<file path="src/rtl/uart_frame_dispatch.sv">
// Parses checksummed 11-byte UART frames (EB 9C A[31:0] S D[23:0] K) and dispatches
// 24-bit delay words into N_CH per-channel RAM write ports with per-channel pointers.
module uart_frame_dispatch #(
  parameter int          N_CH     = 4,
  parameter int          ADDR_W   = 11,
  parameter logic [15:0] TIMEOUT  = 16'd50000,
  parameter logic [31:0] WR_ADDR  = 32'h02002000,
  parameter logic [31:0] CLR_ADDR = 32'h02002004,
  parameter bit          BCAST_EN = 1'b1
) (
  input  logic                     clk,
  input  logic                     rst,
  input  logic [7:0]               i_byte,
  input  logic                     i_byte_vld,
  input  logic [3:0]               i_slot,
  output logic [N_CH-1:0]          o_wea,
  output logic [N_CH*ADDR_W-1:0]   o_waddr,
  output logic [N_CH*24-1:0]       o_wdata,
  output logic                     o_frame_ok,
  output logic                     o_csum_err,
  output logic                     o_tmo_err,
  output logic [15:0]              o_err_cnt,
  output logic [N_CH-1:0]          o_ovf
);

  typedef enum logic [2:0] {
    HDR1  = 3'd0,
    HDR2  = 3'd1,
    PAY   = 3'd2,
    CSUM  = 3'd3,
    CHECK = 3'd4
  } state_t;

  // Sum of the two header bytes EB + 9C, modulo 256.
  localparam logic [7:0] SUM_SEED = 8'h87;

  function automatic logic [7:0] sum8(input logic [7:0] acc, input logic [7:0] b);
    return acc + b;
  endfunction

  state_t                  state_r, state_nx_s;
  logic [2:0]              idx_r;
  logic [63:0]             pay_r;
  logic [7:0]              sum_r;
  logic [15:0]             idle_r;
  logic [ADDR_W-1:0]       ptr_r [N_CH];
  logic [N_CH-1:0]         wea_r, ovf_r;
  logic [N_CH*ADDR_W-1:0]  waddr_r;
  logic [N_CH*24-1:0]      wdata_r;
  logic                    frame_ok_r, csum_err_r, tmo_err_r;
  logic [15:0]             err_cnt_r;

  logic        idle_hit_s, in_frame_s, tmo_s, in_check_s, sum_ok_s;
  logic        slot_hit_s, ch_ok_s, do_wr_s, do_clr_s, csum_bad_s;
  logic [31:0] addr_s;
  logic [3:0]  slot_s, ch_s;
  logic [23:0] data_s;

  assign idle_hit_s = (idle_r == (TIMEOUT - 16'd1));
  assign in_frame_s = (state_r == HDR2) || (state_r == PAY) || (state_r == CSUM);
  assign in_check_s = (state_r == CHECK);
  assign sum_ok_s   = (sum_r == 8'h00);
  assign addr_s     = pay_r[63:32];
  assign slot_s     = pay_r[31:28];
  assign ch_s       = pay_r[27:24];
  assign data_s     = pay_r[23:0];
  assign slot_hit_s = (slot_s == i_slot) || (BCAST_EN && (slot_s == 4'hF));
  assign ch_ok_s    = ({1'b0, ch_s} < 5'(N_CH));
  assign csum_bad_s = in_check_s && !sum_ok_s;
  assign do_wr_s    = in_check_s && sum_ok_s && slot_hit_s && ch_ok_s && (addr_s == WR_ADDR);
  assign do_clr_s   = in_check_s && sum_ok_s && slot_hit_s && ch_ok_s && (addr_s == CLR_ADDR);

  // State register.
  always_ff @(posedge clk) begin
    if (rst) state_r <= HDR1;
    else     state_r <= state_nx_s;
  end

  // Next-state decode; an expiring idle counter aborts the partial frame.
  always_comb begin
    state_nx_s = state_r;
    tmo_s      = 1'b0;
    case (state_r)
      HDR1, CHECK: begin
        if (i_byte_vld && (i_byte == 8'hEB)) state_nx_s = HDR2;
        else                                 state_nx_s = HDR1;
      end
      HDR2: begin
        if (i_byte_vld) begin
          if (i_byte == 8'h9C)      state_nx_s = PAY;
          else if (i_byte == 8'hEB) state_nx_s = HDR2;
          else                      state_nx_s = HDR1;
        end else if (idle_hit_s) begin
          tmo_s      = 1'b1;
          state_nx_s = HDR1;
        end else begin
          state_nx_s = HDR2;
        end
      end
      PAY: begin
        if (i_byte_vld) begin
          if (idx_r == 3'd7) state_nx_s = CSUM;
          else               state_nx_s = PAY;
        end else if (idle_hit_s) begin
          tmo_s      = 1'b1;
          state_nx_s = HDR1;
        end else begin
          state_nx_s = PAY;
        end
      end
      CSUM: begin
        if (i_byte_vld) begin
          state_nx_s = CHECK;
        end else if (idle_hit_s) begin
          tmo_s      = 1'b1;
          state_nx_s = HDR1;
        end else begin
          state_nx_s = CSUM;
        end
      end
      default: state_nx_s = HDR1;
    endcase
  end

  // Frame capture, checksum, error reporting and per-channel RAM write ports.
  always_ff @(posedge clk) begin
    if (rst) begin
      idx_r      <= 3'd0;
      pay_r      <= 64'd0;
      sum_r      <= 8'd0;
      idle_r     <= 16'd0;
      wea_r      <= '0;
      ovf_r      <= '0;
      waddr_r    <= '0;
      wdata_r    <= '0;
      frame_ok_r <= 1'b0;
      csum_err_r <= 1'b0;
      tmo_err_r  <= 1'b0;
      err_cnt_r  <= 16'd0;
      for (int k = 0; k < N_CH; k++) ptr_r[k] <= '0;
    end else begin
      wea_r      <= '0;
      frame_ok_r <= in_check_s && sum_ok_s;
      csum_err_r <= csum_bad_s;
      tmo_err_r  <= tmo_s;
      if ((csum_bad_s || tmo_s) && (err_cnt_r != 16'hFFFF)) err_cnt_r <= err_cnt_r + 16'd1;

      if (in_frame_s && !i_byte_vld && !tmo_s) idle_r <= idle_r + 16'd1;
      else                                     idle_r <= 16'd0;

      case (state_r)
        HDR2: begin
          if (i_byte_vld && (i_byte == 8'h9C)) begin
            sum_r <= SUM_SEED;
            idx_r <= 3'd0;
          end
        end
        PAY: begin
          if (i_byte_vld) begin
            pay_r <= {pay_r[55:0], i_byte};
            sum_r <= sum8(sum_r, i_byte);
            idx_r <= idx_r + 3'd1;
          end
        end
        CSUM: begin
          if (i_byte_vld) sum_r <= sum8(sum_r, i_byte);
        end
        default: ;
      endcase

      for (int k = 0; k < N_CH; k++) begin
        if (ch_s == 4'(k)) begin
          if (do_wr_s) begin
            wea_r[k]                     <= 1'b1;
            waddr_r[k*ADDR_W +: ADDR_W]  <= ptr_r[k];
            wdata_r[k*24 +: 24]          <= data_s;
            ptr_r[k]                     <= ptr_r[k] + 1'b1;
            if (&ptr_r[k]) ovf_r[k] <= 1'b1;
          end else if (do_clr_s) begin
            ptr_r[k] <= '0;
            ovf_r[k] <= 1'b0;
          end
        end
      end
    end
  end

  assign o_wea      = wea_r;
  assign o_waddr    = waddr_r;
  assign o_wdata    = wdata_r;
  assign o_frame_ok = frame_ok_r;
  assign o_csum_err = csum_err_r;
  assign o_tmo_err  = tmo_err_r;
  assign o_err_cnt  = err_cnt_r;
  assign o_ovf      = ovf_r;

endmodule

</file>
<file path="config.mk">
export PLATFORM = sky130hd
export DESIGN_NAME = uart_frame_dispatch
export DESIGN_NICKNAME = d
export VERILOG_FILES = /design/src/rtl/uart_frame_dispatch.sv
export SDC_FILE = /design/constraint.sdc
export NUM_CORES = 1
export LEC_CHECK = 0
export CAP_MARGIN = 20
export CORE_MARGIN = 4
export CORE_UTILIZATION = 50
export DETAILED_ROUTE_END_ITERATION = 10
export PLACE_DENSITY = 0.8
export SLEW_MARGIN = 15
export SYNTH_ARGS = -nofsm -noshare
export SYNTH_HDL_FRONTEND = slang
export SYNTH_SLANG_ARGS = --single-unit
</file>
<file path="constraint.sdc">
create_clock -name clk -period 2.8 [get_ports clk]
set_input_delay 0.56 -clock clk [delete_from_list [all_inputs] [get_ports clk]]
set_output_delay 0.56 -clock clk [all_outputs]
set_load 0.02 [all_outputs]
</file>
==> results by stage, run 1 <==
Outcome:
- The run finished with clean final reports.

CTS:
- CTS saw 305 sinks.
- In this run, CTS created clock tree buffers numbering 31.
- The worst-skew pair later-pin latency is 0.56 ns.
- The number of setup buffers added after CTS is 0.
- The clock slew at the register clock pins of the worst setup and hold paths is 0.06 ns.
- The CTS H-tree depth is 1.
- The root cell of the clock tree is sky130_fd_sc_hd__clkbuf_16.
- The number of buffers added to fix hold violations after cts is 0.
- The maximum buffer depth of the clock tree is 3.
- The CTS tree is done.

Logic synthesis:
- The number of warnings reported in the yosys synthesis log is 0.
- The share of synthesized area occupied by flip-flops and latches is 0.5665.
- Synthesis handed over a netlist of 1133 instances.
- Synthesis inferred 305 register bits.
- The dominant synthesized flop cell is sky130_fd_sc_hd__dfxtp_1.
- Synthesis produced a netlist with a net count of 1164.
- The mapped cell area is 11560 µm².
- Dividing the synthesized area by the synthesized cell count gives 10.20 µm².
- Of all flip-flops after synthesis, the portion carrying an async set or reset was 0.
- The number of distinct library cell variants in the gate-level netlist after synthesis is 60.
- Yosys mapped a number of flops with a built-in enable equal to 44.

Flow run:
- The tool flagged a number of max-cap violations equal to 0.

Floorplan:
- The I/O pin total is 182.
- After floorplanning, the core was sized to cover 22710 µm².
- The die covers 25610 µm².
- The site row count is 55.
- The die is 160.0 µm wide.
- The height of the die is 160.0 µm.
- For this configuration, the core starts out at a cell density of 0.5089.

Routing:
- The detail route stage leaves a number of antenna-violating nets equal to 0.
- The starting DRC count in detailed routing is 720.
- The total wire length after detailed routing is 29550 µm.
- The pre-antenna-repair detailed-routing pass consisted of 5 iterations.
- The routed via count is 9362.
- After detailed routing, the average wire length per cell comes to 18.12 µm.
- After detailed routing, the number of remaining DRC violations is 0.
- The average via count per standard cell is 5.740.

Final layout:
- After the flow finishes, the layout carries non-filler instances totaling 1631.
- In the layout the commonest cells are 261 x sky130_fd_sc_hd__dfxtp_1, 180 x sky130_fd_sc_hd__clkdlybuf4s50_1, 159 x sky130_fd_sc_hd__nand2_1.
- The leading cell type in the layout, fill and taps excluded is sky130_fd_sc_hd__dfxtp_1.
- The antenna diode instance count is 0.
- The ratio of cells with drive above 1 in the final layout is 0.08098.
- The relative area change from synthesis to final layout is 30.05%.
- The number of nets in the final layout is 1353.

Global route:
- The total global routing track utilization is 0.2229.
- The pin count of the biggest net entering global routing is 66.
- The initial antenna violation count is 1.
- The remaining global-route overflow is 0.
- The number of global-route vias before repair was 9197.
- The first global-routing pass estimated 48020 µm of wire.

STA:
- The share of the cycle needed by the critical path after routing is 0.9396.
- The post-route clock skew is 0.01790 ns.
- Derived from the worst setup path, the maximum achievable clock frequency is 380.1 MHz.
- The measured slew at the worst slew-check pin is 0.6860 ns.
- The number of slew-limit violations in the final report came to 0.
- The number of hold violations in the final report is 0.
- Setup violations remaining at the end of the flow were counted as 0.
- The minimum clock period after layout is 2.631 ns.
- The summed negative setup slack over all endpoints is 0 ns.
- The worst slew margin relative to its limit is 0.5396.
- Setup repair after global routing left no endpoint under its margin.

Critical path:
- Measured in cells, the most critical reg-to-reg path has a length of 6.
- The start-to-end type of the worst setup path is reg2reg.
- The worst path arrival time is 2.86 ns.
- The type of element capturing the critical path is a register.
- The critical path data required time is 3.03 ns.
- The worst setup path is launched from a register.
- The maximum fanout count along the critical path is 11.

Pwr:
- The switching power as a share of total power is 0.2099.
- Summed over all nets, the switching power comes to 1.823 mW.
- The ratio of total power to cell area is 578.1 nW/µm².
- The share of total power in combinational logic is 0.026.
- The analysis attributes to cell leakage a power of 5.314 nW.
- The maximum vdd drop is 0.4460 mV.
- The fraction of power consumed by the clock network is 0.455.
- The share of total power dissipated in sequential elements is 0.520.
- The cell internal power dissipation is 6.865 mW.

Place:
- The detailed placer's ending HPWL is 20060 µm.
- The placed instance count is 1574.
- At the end of routability-driven placement, the weighted congestion stood at 0.8377.
- The count of buffers inserted at the top-level ports is 181.

Worst hold path:
- The tightest min-delay check is of the in2reg type.
- Along the worst hold path, the cell count comes to 2.
[cells in the mapped netlist, types with 6 or more instances]
cell type	count	area share
sky130_fd_sc_hd__or3_1	7	0.0038
sky130_fd_sc_hd__and3_1	13	0.0070
sky130_fd_sc_hd__a21oi_1	77	0.033
sky130_fd_sc_hd__xnor2_1	33	0.025
sky130_fd_sc_hd__buf_1	6	0.0019
sky130_fd_sc_hd__nor3_1	19	0.0082
sky130_fd_sc_hd__o31ai_1	6	0.0039
sky130_fd_sc_hd__nand2_1	160	0.052
sky130_fd_sc_hd__nand4_1	8	0.0043
sky130_fd_sc_hd__clkbuf_1	43	0.014
sky130_fd_sc_hd__and2_1	7	0.0038
sky130_fd_sc_hd__or4_1	10	0.0065
sky130_fd_sc_hd__a22o_1	140	0.11
sky130_fd_sc_hd__nor2b_1	12	0.0065
sky130_fd_sc_hd__nor4_1	13	0.0070
sky130_fd_sc_hd__dfxtp_1	261	0.45
sky130_fd_sc_hd__buf_2	15	0.0065
sky130_fd_sc_hd__nand3_1	40	0.017
sky130_fd_sc_hd__edfxtp_1	44	0.11
sky130_fd_sc_hd__nor2_1	83	0.027
sky130_fd_sc_hd__inv_1	15	0.0049
sky130_fd_sc_hd__ha_1	15	0.016
sky130_fd_sc_hd__xor2_1	23	0.017
[worst max-delay path, cell delays in order, from the launching register on]
cell and delay [ns]:
sky130_fd_sc_hd__dfxtp_1 0.34, sky130_fd_sc_hd__or4_1 0.60, sky130_fd_sc_hd__or4b_4 0.58, sky130_fd_sc_hd__nor3_1 0.18
sky130_fd_sc_hd__buf_4 0.18, sky130_fd_sc_hd__and2_1 0.14, sky130_fd_sc_hd__or2_2 0.29
[power groups by stage]
stage | Combinational (mW) | Sequential (mW) | Clock [mW]
global route | 0.244 | 4.52 | 4.17
floorplan | 0.124 | 4.60 | 0
detailed placement | 0.221 | 4.61 | 0
global placement | 0.218 | 4.61 | 0
CTS | 0.224 | 4.51 | 4.01
finish | 0.224 | 4.51 | 3.95
[per-stage QoR]
step | instance area (µm²) | utilization | hold slack [ns] | setup WS [ns] | power, mW
2_1_floorplan | 11560 | - | 0.4175 | 0.2703 | 4.720
3_3_place_gp | 14030 | 0.6179 | 0.4323 | 0.1097 | 4.826
3_5_place_dp | 14030 | 0.6179 | 0.4478 | 0.06506 | 4.831
4_1_cts | 15020 | 0.6616 | 0.3656 | 0.05607 | 8.744
5_1_grt | 15030 | 0.6618 | 0.4031 | 0.06764 | 8.931
6_report | 15030 | 0.6618 | 0.3894 | 0.1690 | 8.688
[what timing repair did]
action | 4_1_cts | 5_1_grt
endpoints found under the hold margin | 0 | 0
setup endpoints to repair | 0 | 11
resized for setup | 0 | 1
[layout make-up]
| class | instances | area (µm²) |
|---|---|---|
| fill | 1704 | 7681 |
| timing repair buffer | 221 | 2322 |
| sequential | 305 | 6546 |
| clock inverter | 5 | 46.29 |
| clock buffer | 52 | 945.9 |
| inverter | 19 | 71.32 |
| tap | 285 | 356.6 |
| multi-input combinational | 744 | 4740 |
[routing by layer]
layer  routed length, µm  share of wire  GRT usage
met2               13510           0.46     0.3703
met5                  12        0.00041          0
met3                2160          0.073    0.04800
met4                1139          0.039    0.07900
met1               12730           0.43     0.2889
[cells by family (layout without fill, tap and decap cells)]
| family | after synthesis | after routing | share of synthesized area |
|---|---|---|---|
| xor+xnor | 56 | 56 | 0.04244 |
| mux | 5 | 5 | 0.004872 |
| fa+ha+maj | 16 | 16 | 0.01797 |
| buf+inv | 84 | 297 | 0.02923 |
| compound gates | 270 | 270 | 0.1773 |
| simple gates | 397 | 397 | 0.1617 |
| flops | 305 | 305 | 0.5665 |
[flip-flops by register name (all words and copies together) (netlist names)]
signal and flops:
ptr_r 44, o_frame_ok 1, o_csum_err 1, o_err_cnt 16, idle_r 16, idx_r 3, state_r 3, o_waddr 44
o_ovf 4, o_wea 4, o_tmo_err 1, o_wdata 96, sum_r 8, pay_r 64
[worst paths after layout]
kind / from / to / slack (ns)
max: sum_r[7]$_SDFFE_PP0P_ / ptr_r[3][10]$_SDFFCE_PP0P_ / 0.17
max reg2reg: sum_r[7]$_SDFFE_PP0P_ / ptr_r[3][10]$_SDFFCE_PP0P_ / 0.17
min: rst / o_err_cnt[4]$_SDFFE_PP0P_ / 0.39
min reg2reg: pay_r[62]$_SDFFE_PP0P_ / pay_r[62]$_SDFFE_PP0P_ / 0.46
Note: power is estimated with default switching activity, not from simulation.
==> run 2, diff against run 1 <==
--- a/config.mk
+++ b/config.mk
@@ -6,6 +6,7 @@
 export NUM_CORES = 1
 export LEC_CHECK = 0
 export CAP_MARGIN = 20
+export CORE_ASPECT_RATIO = 1.1
 export CORE_MARGIN = 4
 export CORE_UTILIZATION = 50
 export DETAILED_ROUTE_END_ITERATION = 10
==> run 2 against run 1 <==
  * Largest cell class unchanged
  * Fmax shrank 0.41%
  * Register-to-register slack hardly changed
  * Largest power group unchanged
  * Worst setup slack got worse by 0.011 ns
  * Global-route usage rose by 0.054 points
==> results by stage, run 2 (synthesis results as in run 1) <==
Outcome:
- The run finished with clean final reports.

CTS:
- The count of clock tree sinks came to 305 (unchanged).
- The clock slew at the register clock pins of the worst setup and hold paths came to 0.06 ns (about the same).
- The number of buffers added to fix hold violations after cts was 0 (unchanged).
- The worst-skew pair later-pin latency came to 0.55 ns (about the same).
- The root cell of the clock tree is sky130_fd_sc_hd__clkbuf_16.
- The number of CTS-inserted buffers is 30 (-3.2%).
- The CTS tree is done.
- The CTS H-tree depth came to 1 (unchanged).
- The maximum buffer depth of the clock tree is 3 (unchanged).

Global route:
- The wire length of the first global-routing pass is 47840 µm (-0.37%).
- The number of global-route vias before repair is 8962 (-2.6%).
- The total global routing track utilization is 0.2234 (+0.0005378).
- The pin count of the biggest net entering global routing was 66 (unchanged).
- The initial antenna violation count is 0 (-1).
- The remaining global-route overflow is 0 (unchanged).

Place:
- The total cell area at the placement stage is 14050 µm² (+0.15%).
- The count of buffers inserted at the top-level ports is 181 (unchanged).
- The final RePlAce weighted congestion was 0.8749 (+4.4%).
- The detailed placer's ending HPWL is 19970 µm (-0.48%).

Final layout:
- The final non-filler cell area is 15110 µm² (+0.54%).
- The antenna diode instance count is 0 (unchanged).
- The post-route core utilization is 0.6631 (+0.001316).
- The number of flip-flops in the largest register is 96 (unchanged).
- The leading cell type in the layout, fill and taps excluded is sky130_fd_sc_hd__dfxtp_1.
- The number of nets in the final layout came to 1354 (+0.074%).
- In the layout the commonest cells are 261 x sky130_fd_sc_hd__dfxtp_1, 180 x sky130_fd_sc_hd__clkdlybuf4s50_1, 159 x sky130_fd_sc_hd__nand2_1.
- The relative area change from synthesis to final layout is 30.75%.
- The ratio of cells with drive above 1 in the final layout is 0.08841 (+0.007429).

Routing:
- The average via count per standard cell is 5.681 (-1.0%).
- The DRC violation count after routing is 0 (unchanged).
- The routed via count is 9351 (-0.12%).
- The count of antenna-violating nets left after detailed routing is 0 (unchanged).
- The starting DRC count in detailed routing is 694 (-3.6%).
- The total wire length after detailed routing came to 30070 µm (+1.8%).
- The routed length per instance is 18.27 µm (+0.83%).
- The number of optimization iterations in the first detailed-route pass is 5 (unchanged).

STA:
- The setup violation total in the final timing report is 0 (unchanged).
- The measured slew at the worst slew-check pin is 0.6825 ns (-0.003478 ns).
- The share of the cycle needed by the critical path after routing is 0.9435 (+0.003890).
- Setup repair after global routing left no endpoint under its margin.
- The fmax is 378.5 MHz (-0.41%).
- The summed negative setup slack over all endpoints is 0 ns (unchanged).
- The minimum clock period after layout is 2.642 ns (+0.01089 ns).
- The final hold slack is 0.4235 ns (+0.03411 ns).
- The number of hold violations in the final report was 0 (unchanged).
- The post-route clock skew is 0.02676 ns (+0.008854 ns).
- The worst slew margin relative to its limit is 0.5419 (+0.002335).
- The number of slew-limit violations in the final report is 0 (unchanged).

Pwr:
- The maximum vdd drop is 0.4082 mV (-8.5%).
- The total chip power is 8.893 mW (+2.4%).
- The ratio of total power to cell area is 588.6 nW/µm² (+1.8%).
- The static leakage is 5.358 nW (+0.83%).

Floorplan:
- The site row count came to 58 (+5.5%).
- The placeable core area is 22790 µm² (+0.34%).
- The area of the die is 25610 µm² (about the same).
- The die span in x was 153.0 µm (-4.4%).
- The starting density of the core is 0.5071 (-0.001732).
- The I/O pin total is 182 (unchanged).
- The height of the die is 167.4 µm (+4.6%).

Critical path:
- By startpoint and endpoint, the worst setup path is classified as reg2reg.
- The maximum fanout count along the critical path is 35 (+24).
- The critical path data required time is 3.22 ns (+0.19 ns).
- The worst setup path is launched from a register.
- The register-to-register setup slack was 0.16 ns (about the same).
- STA classifies the critical path endpoint as a register.
- The worst path arrival time is 3.06 ns (+0.20 ns).

Worst hold path:
- The worst hold path belongs to the class in2reg.

Flow run:
- The number of max-capacitance violations reported is 0 (unchanged).
==> run 2: area by class of cell <==
type	count	area [µm²]
fillers	1733	7677
flip-flops and latches	305	6546
multi-input cells	744	4746
repair buffers	223	2325
clock buffers	38	895.9
well taps	300	375.4
clock inverters	17	150.1
inverters	19	71.32
==> run 2: critical path: stages, from the launching register on <==
cell and delay [ns]:
sky130_fd_sc_hd__dfxtp_1 0.32, sky130_fd_sc_hd__or4_1 0.63, sky130_fd_sc_hd__or4b_4 0.62, sky130_fd_sc_hd__nor3_4 0.24, sky130_fd_sc_hd__buf_4 0.17, sky130_fd_sc_hd__a31oi_4 0.09, sky130_fd_sc_hd__buf_12 0.20, sky130_fd_sc_hd__a22o_1 0.22
==> run 2: timing repair <==
| item | 4_1_cts | 5_1_grt |
|---|---|---|
| buffers inserted | 0 | 0 |
| setup endpoints to repair | 0 | 3 |
| gates resized for setup | 0 | 2 |
==> run 2: final timing paths <==
path / from / to / cells after the start
max reg2reg: sum_r[3]$_SDFFE_PP0P_ / o_waddr[21]$_SDFFE_PP0N_ / 7
min reg2reg: pay_r[48]$_SDFFE_PP0P_ / pay_r[56]$_SDFFE_PP0P_ / 2
max: sum_r[3]$_SDFFE_PP0P_ / o_waddr[21]$_SDFFE_PP0N_ / 7
min: rst / pay_r[33]$_SDFFE_PP0P_ / 2
==> run 2: routing by layer <==
metal	wire length, µm	GRT usage	part of all wire	vias to the layer above
li1	-	-	-	4472
met1	12860	0.2927	0.43	4523
met2	14670	0.3846	0.49	310
met3	1981	0.04316	0.066	46
met4	559	0.05347	0.019	0
met5	0	0	0	-
==> run 2: where the power goes <==
part	total [mW]	internal (mW)	switching [mW]
Clock	4.16	2.45	1.71
Sequential	4.51	4.47	0.0442
Combinational	0.218	0.0894	0.128
Total	8.89	7.01	1.88
==> run 2: through the flow <==
stage / cells / worst slack, ns
2_1_floorplan: 1133 / 0.2703
3_3_place_gp: 1591 / 0.08784
3_5_place_dp: 1591 / 0.04178
4_1_cts: 1646 / 0.01473
5_1_grt: 1646 / 0.1152
6_report: 1646 / 0.1582
==> run 3, diff against run 2 <==
--- a/config.mk
+++ b/config.mk
@@ -11,6 +11,7 @@
 export CORE_UTILIZATION = 50
 export DETAILED_ROUTE_END_ITERATION = 10
 export PLACE_DENSITY = 0.8
+export SKIP_LAST_GASP = 1
 export SLEW_MARGIN = 15
 export SYNTH_ARGS = -nofsm -noshare
 export SYNTH_HDL_FRONTEND = slang
==> run 3 against run 2 <==
  * Combinational power about the same
  * Clock skew about the same
  * Non-clock buffer count unchanged
  * Register-to-register slack worse by 0.11 ns
  * Sequential cell count unchanged
  * Clock power about the same
  * Largest cell class unchanged
  * Cell count unchanged
  * Routed wire length down 0.17%
  * Power about the same
==> results by stage, run 3 (synthesis results as in run 1) <==
Final layout:
- The relative area change from synthesis to final layout is 30.72% (about the same).
- The number of flip-flops in the largest register is 96 (unchanged).
- In the layout the commonest cells are 261 x sky130_fd_sc_hd__dfxtp_1, 180 x sky130_fd_sc_hd__clkdlybuf4s50_1, 159 x sky130_fd_sc_hd__nand2_1.
- Leaving out fill and tap cells, the most frequent cell in the layout is sky130_fd_sc_hd__dfxtp_1.
- The number of nets in the final layout is 1354 (unchanged).
- The final-layout fill cell count is 1733 (unchanged).
- The ratio of cells with drive above 1 in the final layout is 0.08767 (-0.0007429).
- The antenna diode instance count is 0 (unchanged).

Routing:
- The routed via count is 9344 (-0.075%).
- The count of antenna-violating nets left after detailed routing is 0 (unchanged).
- The average via count per standard cell was 5.677 (about the same).
- The total wire length after detailed routing is 30020 µm (-0.17%).
- The routed length per instance was 18.24 µm (-0.17%).
- The number of optimization iterations in the first detailed-route pass came to 5 (unchanged).
- The starting DRC count in detailed routing was 684 (-1.4%).
- The DRC violation count after routing came to 0 (unchanged).

Floorplan:
- The height of the die was 167.4 µm (unchanged).
- The area of the die is 25610 µm² (unchanged).
- The starting density of the core came to 0.5071 (unchanged).
- The I/O pin total is 182 (unchanged).
- The placeable core area came to 22790 µm² (unchanged).
- The die span in x came to 153.0 µm (unchanged).
- The site row count came to 58 (unchanged).

Pwr:
- The static leakage is 5.355 nW (about the same).
- The ratio of total power to cell area is 588.8 nW/µm² (about the same).
- The switching power as a share of total power is 0.2119 (about the same).
- The sequential share of power is 0.508 (about the same).
- The maximum vdd drop is 0.4085 mV (about the same).
- The net switching power figure is 1.884 mW (about the same).
- The cell internal power dissipation is 7.010 mW (about the same).
- The share of total power in combinational logic was 0.024 (about the same).
- The fraction of power consumed by the clock network was 0.468 (about the same).

Critical path:
- STA classifies the critical path endpoint as a register.
- The register-to-register setup slack came to 0.05 ns (-0.11 ns).
- The sum of buffers and inverters on the critical path came to 2 (unchanged).
- The maximum fanout count along the critical path came to 35 (unchanged).
- The master of the slowest instance on the critical path is sky130_fd_sc_hd__or4b_1.
- The startpoint identified for the worst register-to-register timing path is sum_r[3]$_SDFFE_PP0P_.
- The element type at the critical path start is a register.
- The worst path arrival time was 3.16 ns (+0.10 ns).
- The family with the most delay on the worst path is simple AND/OR/NAND/NOR gates.
- The largest stage delay on the critical path is 0.70 ns (+0.07 ns).
- Walking the worst path, the cells encountered are or4_1 -> or4b_1 -> nor3_4 -> buf_4 -> a31oi_4 -> buf_12 -> a22o_1.
- The first element of the critical path is sum_r[3]$_SDFFE_PP0P_.
- The critical path is of the reg2reg type.
- The critical path data required time is 3.22 ns (about the same).

CTS:
- The number of CTS-inserted buffers came to 30 (unchanged).
- The maximum buffer depth of the clock tree is 3 (unchanged).
- The count of clock tree sinks is 305 (unchanged).
- The worst-skew pair later-pin latency is 0.56 ns (about the same).
- The clock slew at the register clock pins of the worst setup and hold paths is 0.06 ns (about the same).
- The CTS H-tree depth is 1 (unchanged).
- The total setup buffers inserted after CTS is 0 (unchanged).
- The CTS tree is done.
- The root cell of the clock tree is sky130_fd_sc_hd__clkbuf_16.

Global route:
- The total global routing track utilization came to 0.2234 (unchanged).
- The pin count of the biggest net entering global routing is 66 (unchanged).
- The wire length of the first global-routing pass is 47840 µm (unchanged).
- The remaining global-route overflow was 0 (unchanged).
- The number of global-route vias before repair is 8962 (unchanged).
- The initial antenna violation count is 0 (unchanged).

STA:
- The minimum clock period after layout is 2.748 ns (+0.1061 ns).
- The share of the cycle needed by the critical path after routing was 0.9814 (+0.03788).
- Setup repair after global routing could not meet its margin everywhere.
- The setup violation total in the final timing report came to 0 (unchanged).
- The number of hold violations in the final report came to 0 (unchanged).
- The final hold slack is 0.4218 ns (-0.001703 ns).
- The measured slew at the worst slew-check pin is 0.6843 ns (+0.001747 ns).
- The post-route clock skew is 0.02705 ns (+0.0002897 ns).
- The worst slew margin relative to its limit is 0.5408 (-0.001173).
- The setup slack after layout is 0.05209 ns (-0.1061 ns).
- The number of slew-limit violations in the final report was 0 (unchanged).
- The fmax is 363.9 MHz (-3.9%).

Worst hold path:
- The worst hold path begins at rst.
- The worst hold-check path type is in2reg.

Place:
- The pre-CTS setup slack is 0.04178 ns (unchanged).
- The final RePlAce weighted congestion is 0.8749 (unchanged).
- The detailed placer's ending HPWL is 19970 µm (unchanged).
- The count of buffers inserted at the top-level ports is 181 (unchanged).

Flow run:
- The number of max-capacitance violations reported is 0 (unchanged).

Outcome:
- The run finished with clean final reports.
-- run 3: what timing repair did --
| item | in CTS | in global routing |
|---|---|---|
| setup endpoints to repair | 0 | 3 |
| hold buffers | 0 | 0 |
| gates resized for setup | 0 | 1 |
-- run 3: power by group through the flow --
stage | sequential, mW | combinational, mW | clock [mW]
after global placement | 4.61 | 0.211 | 0
after global routing | 4.52 | 0.236 | 4.38
final | 4.51 | 0.217 | 4.16
after CTS | 4.51 | 0.217 | 4.22
after floorplan | 4.60 | 0.124 | 0
after detailed placement | 4.61 | 0.215 | 0
-- run 3: through the flow --
stage               utilization  power [mW]  cells  setup TNS (ns)  area (µm²)
floorplan                     -       4.720   1133               0       11560
global placement         0.6167       4.818   1591               0       14050
detailed placement       0.6167       4.824   1591               0       14050
CTS                      0.6626       8.945   1646               0       15100
global route             0.6629       9.135   1646     -0.00002998       15110
finish                   0.6629       8.894   1646               0       15110
-- run 3: metal layers --
metal | routed length, µm | vias up | track usage
li1 | - | 4475 | -
met1 | 12750 | 4505 | 0.2927
met2 | 14670 | 318 | 0.3846
met3 | 2033 | 46 | 0.04316
met4 | 568 | 0 | 0.05347
met5 | 0 | - | 0
-- run 3: final timing paths --
| check | to | cells after the start |
|---|---|---|
| max reg2reg | o_waddr[21]$_SDFFE_PP0N_ | 7 |
| min | pay_r[33]$_SDFFE_PP0P_ | 2 |
| min reg2reg | pay_r[56]$_SDFFE_PP0P_ | 2 |
| max | o_waddr[21]$_SDFFE_PP0N_ | 7 |
-- run 3: cell type report --
class	count	area (µm²)	share of cell area
inverter	19	71.32	0.004721
tap	300	375.4	0.02485
clock inverter	17	150.1	0.009940
multi-input combinational	744	4742	0.3139
clock buffer	38	895.9	0.05931
sequential	305	6546	0.4334
timing repair buffer	223	2325	0.1539
